[src/rtl/glyph_serializer.sv]
// Glyph row serializer: fetches one 8-pixel scanline from a glyph ROM
// (or synthesizes a blank one) and streams it MSB first over valid/ready.
module glyph_serializer (
    input  logic       clk,
    input  logic       rst,
    input  logic       req_valid,
    output logic       req_ready,
    input  logic [6:0] req_char,
    input  logic [2:0] req_row,
    input  logic       req_blank,
    input  logic       req_invert,
    output logic       rom_enable,
    output logic [9:0] rom_address,
    input  logic [7:0] rom_data,
    output logic       pix_valid,
    input  logic       pix_ready,
    output logic       pix_bit,
    output logic       pix_last
);

    typedef enum logic [1:0] {
        IDLE,
        FETCH,
        CAPTURE,
        SHIFT
    } state_t;

    state_t     state;
    state_t     state_nxt;
    logic [7:0] shifter;
    logic [2:0] count;
    logic       invert;
    logic       accept;
    logic       xfer;

    always_ff @(posedge clk) begin
        if (rst) begin
            state <= IDLE;
        end else begin
            state <= state_nxt;
        end
    end

    always_comb begin
        state_nxt  = state;
        req_ready  = 1'b0;
        rom_enable = 1'b0;
        pix_valid  = 1'b0;
        pix_last   = 1'b0;
        case (state)
            IDLE: begin
                req_ready = 1'b1;
                if (req_valid) begin
                    state_nxt = req_blank ? SHIFT : FETCH;
                end
            end
            FETCH: begin
                rom_enable = 1'b1;
                state_nxt  = CAPTURE;
            end
            CAPTURE: begin
                state_nxt = SHIFT;
            end
            SHIFT: begin
                pix_valid = 1'b1;
                pix_last  = (count == 3'd7);
                if (pix_ready && pix_last) begin
                    state_nxt = IDLE;
                end
            end
            default: begin
                state_nxt = IDLE;
            end
        endcase
        // Reset is synchronous, so mask outputs until the state register clears
        if (rst) begin
            req_ready  = 1'b0;
            rom_enable = 1'b0;
            pix_valid  = 1'b0;
            pix_last   = 1'b0;
        end
    end

    assign pix_bit = pix_valid & shifter[7];
    assign accept  = req_valid & req_ready;
    assign xfer    = pix_valid & pix_ready;

    always_ff @(posedge clk) begin
        if (rst) begin
            shifter     <= 8'h00;
            count       <= 3'd0;
            invert      <= 1'b0;
            rom_address <= 10'd0;
        end else begin
            if (accept) begin
                if (req_blank) begin
                    shifter <= {8{req_invert}};
                    count   <= 3'd0;
                end else begin
                    rom_address <= {req_char, req_row};
                    invert      <= req_invert;
                end
            end
            if (state == CAPTURE) begin
                shifter <= rom_data ^ {8{invert}};
                count   <= 3'd0;
            end
            if (xfer) begin
                shifter <= {shifter[6:0], 1'b0};
                count   <= count + 3'd1;
            end
        end
    end

endmodule

[config.mk]
export PLATFORM = sky130hd
export DESIGN_NAME = glyph_serializer
export DESIGN_NICKNAME = d
export VERILOG_FILES = /design/src/rtl/glyph_serializer.sv
export SDC_FILE = /design/constraint.sdc
export NUM_CORES = 1
export LEC_CHECK = 0
export BUFFER_PORTS_ARGS = -buffer_cell sky130_fd_sc_hd__buf_2
export CAP_MARGIN = 20
export CORE_AREA = 3 3 61 63
export DETAILED_ROUTE_END_ITERATION = 8
export DIE_AREA = 0 0 64 66
export PLACE_DENSITY_LB_ADDON = 0.15
export SLEW_MARGIN = 40
export SYNTH_ARGS = -nofsm -noshare
export SYNTH_HDL_FRONTEND = slang
export SYNTH_SLANG_ARGS = --single-unit
[constraint.sdc]
create_clock -name clk -period 3.55 [get_ports clk]
set_input_delay 0.71 -clock clk [delete_from_list [all_inputs] [get_ports clk]]
set_output_delay 0.71 -clock clk [all_outputs]
set_load 0.05 [all_outputs]
Yosys cells after proc, flatten, opt, wreduce, memory -nomap -nowiden
Index checks and enable logic that the tools add are counted.
W data, S select, Z words.

word-level totals
  bits in registers = 24
  bits of input ports = 24

cells by class
  add/subtract/negate cells = 1
  eq/ne operators = 6
  multiplexer cells = 20
  bitwise operators = 5
  reduce and logical (&&, ||, !) cells = 11

operator list
  kind                   count
  $mux W8                4
  $mux W3                4
  $mux W1                8
  $pmux W2 S4            1
  $reduce_and A2 Y1      4
  $xor A8 B8 Y8          1
  $mux W2                3
  $reduce_bool A3 Y1     2
  $eq A2 B2 Y1 const B   2
  $ne A2 B2 Y1 const B   2
  $reduce_bool A2 Y1     2
  $add A3 B1 Y3 const B  1
  $and A1 B1 Y1          3
  $eq A3 B3 Y1 const B   1
  $eq A2 B1 Y1 const B   1
  $logic_not A2 Y1       1
  $reduce_or A2 Y1       1
  $logic_and A1 B1 Y1    1
  $not A1 Y1             1

Depth between registers and ports, before layout
  depth after elaboration = 7
  depth in mapped cells = 6
  mapped depth without buffers = 5

Least setup slack after synthesis
No wires, ideal clock.

  path kind = input port to output port
  from = input port rst
  to = output port pix_bit
  arrival time = 2.105 ns
  required time = 2.840 ns
  path slack = 0.735 ns
  stages = 3
  buffers on the path = 1
  cell sequence = buf_6 > nor2b_1 > and2_1

on the way
  cells in the longest elaborated chain, start to end = 2

ends and longest elaborated chain
  what             RTL line  text
  start, declared  5         input logic rst,
  $mux W1          76        if (rst) begin
  net pix_valid    15        output logic pix_valid,
  $and A1 B1 Y1    84        assign pix_bit = pix_valid & shifter[7];
  end, declared    17        output logic pix_bit,

The timed path passes the listed nets, and every way through them passes these cells.

Final worst setup path
  from = input port rst
  to = output port pix_bit

on the way
  cells in the longest elaborated chain, start to end = 2

ends and longest elaborated chain
  what           RTL line
  $mux W1        76
  $and A1 B1 Y1  84

No other way between the ends.

==> metrics.log <==
[metrics] CTS H-tree depth: 1
[metrics] core area: 0.00328 mm^2
[metrics] pin count of the biggest net entering global routing: 34
[metrics] portion of the post-synthesis area used by sequential elements: a little under two fifths
[metrics] routing usage on met3: 4.08%
[metrics] setup slack at placement: 1.17 ns
[metrics] highest-count cells in the layout ignoring fill and taps: buf_2 (38), nand2_1 (28), a21oi_1 (24), dfxtp_1 (24)
[metrics] Remaining Overflow, GRT: 0
[metrics] TNS Setup: 0 ns
[metrics] data arrival time of the worst path: 1.67 ns
[metrics] Detailed Route WL: ~2.8 mm
[metrics] height of the chip: 66 um
[metrics] Setup CP Type: in2out
[metrics] clk_lat worst skew: 0.31 ns
[metrics] number of enable-type register cells in the synthesized netlist: 0
[metrics] number of global-route vias before repair: between 1000 and 1500
[metrics] number of port buffers: 38
[metrics] number of nets produced by synthesis: 182
[metrics] distinct cell type count after synthesis: 31
[metrics] Num CTS Buffers: 3
[metrics] Crit path top cell by count: buf_2
[metrics] CP Capture Type: primary output
[metrics] startpoint kind of the worst setup timing path: input port
[metrics] fraction of registers with async set or reset after synthesis: 0%
[metrics] power per unit of standard cell area: 599 mW/mm^2
[metrics] maximum clock frequency: 421 MHz
[metrics] Area growth syn-to-layout: 18.2%
[metrics] Cells after Synth: between 150 and 200
[metrics] post-synth top area share: between 30% and 40%
[metrics] setup repair after global routing missed its margin: false
[metrics] number of buffers inserted for hold repair after clock tree synthesis: 0
[metrics] leading cell type in the layout, fill and taps excluded: buf_2
[metrics] Gates resized, CTS repair: 0
[metrics] Register-to-Register Path Depth: 5
[metrics] Util after Layout: 46.6%
[metrics] number of synthesis warnings: 0
[metrics] met2 Use GR: 24.9%
[metrics] skew final: approximately 0.002 ns
[metrics] Max rail drop VDD: 366 uV
[metrics] vias after detailed routing: between 1000 and 1500
[metrics] Max Transition Viols Final: 0
[metrics] CTS clock-pin slew for the worst setup and hold paths: around 0.13 ns
[metrics] Avg Synthesized Cell Area: 8.57 um^2
[metrics] overall global routing resource usage: 14.1%
[metrics] TritonCTS clock tree: yes
[metrics] first-pass GRT wire length: 4.79 mm
[metrics] worst hold path depth: 2
[metrics] number of antenna violations at the first check in global routing: 0
[metrics] measured slew at the worst slew-check pin: 0.533 ns
[metrics] half-perimeter wire length after detailed placement: 2.10 mm
[metrics] remaining max-slew budget at the tightest pin: 64.4%
[metrics] #FFs+latches synth: 24
[metrics] FP Rows: 21
[metrics] predominant post-synthesis flop cell: dfxtp_1
[metrics] max-capacitance violation count: 0
[metrics] time the final worst path needs with I/O delays and setup: 2.38 ns
[metrics] worst hold path class: reg2reg
[metrics] Buf+Inv Stages, Crit Path: 2
[metrics] critical path, cell by cell: buf_2, nor2b_1, and2_1, buf_2
[metrics] most area-consuming cells after synthesis: dfxtp_1 (37%), a21oi_1 (9.3%), nand2_1 (8.1%)
[metrics] Setup Viol. Count Final: 0
[metrics] length of the first detailed-routing pass in iterations: 4
[metrics] placer's final routability congestion estimate: 0.745
[metrics] Static Leak: 0.000665 uW
[metrics] number of nets with antenna violations after detailed routing: 0
[metrics] total setup buffers inserted after CTS: 0
[metrics] final worst-path cycle share: 67.0%
[metrics] post-synth top area cell: dfxtp_1
[metrics] CP Data Required Time: 2.84 ns
[metrics] run status: finished clean
[metrics] CP peak stage delay: ~0.43 ns
[metrics] Clock Tree Buf Depth: 2
[metrics] via density per instance: 5.07
[metrics] number of hold violations in the final report: 0
[metrics] initial standard-cell utilization of the core: between 30% and 40%
[metrics] M1 GR Usage: 16.5%
[metrics] number of primary I/O pins: 39
[metrics] WL per Instance: 12.1 um
[metrics] ratio of cells with drive above 1 in the final layout: 25.5%
[metrics] Slowest cell on crit path: buf_2
[metrics] initial detailed-routing violation count: 80
[metrics] post-synthesis cell area: ~0.0013 mm^2
[metrics] CTS Root Buffer Type: clkbuf_4
[metrics] Final WS setup: 1.17 ns
[metrics] number of inserted diodes: 0
[metrics] Total Nets Final: 216
[metrics] die width: 64 um
[metrics] sinks on the clock net: 24
[metrics] kind of cell with the highest combined delay on the critical path: buffers and inverters
[metrics] Die Footprint: between 0.004 and 0.005 mm^2
[metrics] worst-path fanout max: 33
[metrics] post-route DRC violation count: 0
[metrics] gr busiest metal: met2
[metrics] WP depth: 4
-- cell type report --
cell class / count / area [um^2]
multi-input combinational: 115 / 737
sequential: 24 / 480
fill: 362 / 1760
clock buffer: 3 / 22.5
clock inverter: 1 / 30.0
tap: 46 / 57.6
timing repair buffer: 38 / 190
inverter: 3 / 11.3
-- kinds of logic (layout without fill, tap and decap cells) --
family	after synthesis	after routing	share of synthesized area, %
and+or+nand+nor	58	58	24.7
AOI/OAI and AO/OA	41	41	19.3
DFF	24	24	37.1
buffers and inverters	12	45	5.90
xor gates and xnor gates	8	8	5.42
adders and majority gates	7	7	6.77
muxes	1	1	0.774
-- worst paths after layout --
check        slack (ns)             end            from
min                0.47  rom_address[7]  rom_address[7]
max                1.17         pix_bit             rst
max reg2reg        1.72      shifter[1]        state[0]
min reg2reg        0.47  rom_address[7]  rom_address[7]
-- registers in the layout (all words and copies together), names as in the netlist --
| name | cells |
|---|---|
| count | 3 |
| invert | 1 |
| rom_address | 10 |
| shifter | 8 |
| state | 2 |
-- cells in the mapped netlist (4+ instances only) --
cell type   n
a21oi_1    24
dfxtp_1    24
ha_1        7
nand2_1    28
nand4_1     8
nor2b_1     8
o211ai_1    4
xor2_1      8
-- per-stage QoR --
step / power [uW] / hold WS (ns) / cells / cell area [um^2]
2_1_floorplan: 654 / 0.454 / 151 / 1290
3_3_place_gp: 717 / 0.441 / 226 / 1480
3_5_place_dp: 728 / 0.451 / 226 / 1480
4_1_cts: 927 / 0.472 / 230 / 1530
5_1_grt: 984 / 0.487 / 230 / 1530
6_report: 916 / 0.469 / 230 / 1530
-- worst min-delay path: cells and delay by family (launching register included) --
family | cells | cell delay, ns
simple gates | 1 | 0.05
flops | 1 | 0.34
compound gates | 1 | 0.05
-- power breakdown --
| part | total (uW) | internal (uW) | leakage, uW | switching, uW |
|---|---|---|---|---|
| clock network | 198 | 114 | 0.0000279 | 83.9 |
| logic | 366 | 133 | 0.000442 | 233 |
| registers | 351 | 320 | 0.000195 | 31.3 |
| total | 916 | 567 | 0.000665 | 348 |
-- routing by layer --
layer | vias to the layer above | share of wire [%]
met5 | - | 0
met2 | 30 | 51
met4 | 0 | 0.76
li1 | 596 | -
met3 | 2 | 5.4
met1 | 539 | 43
Note: power is estimated with default switching activity, not from simulation.
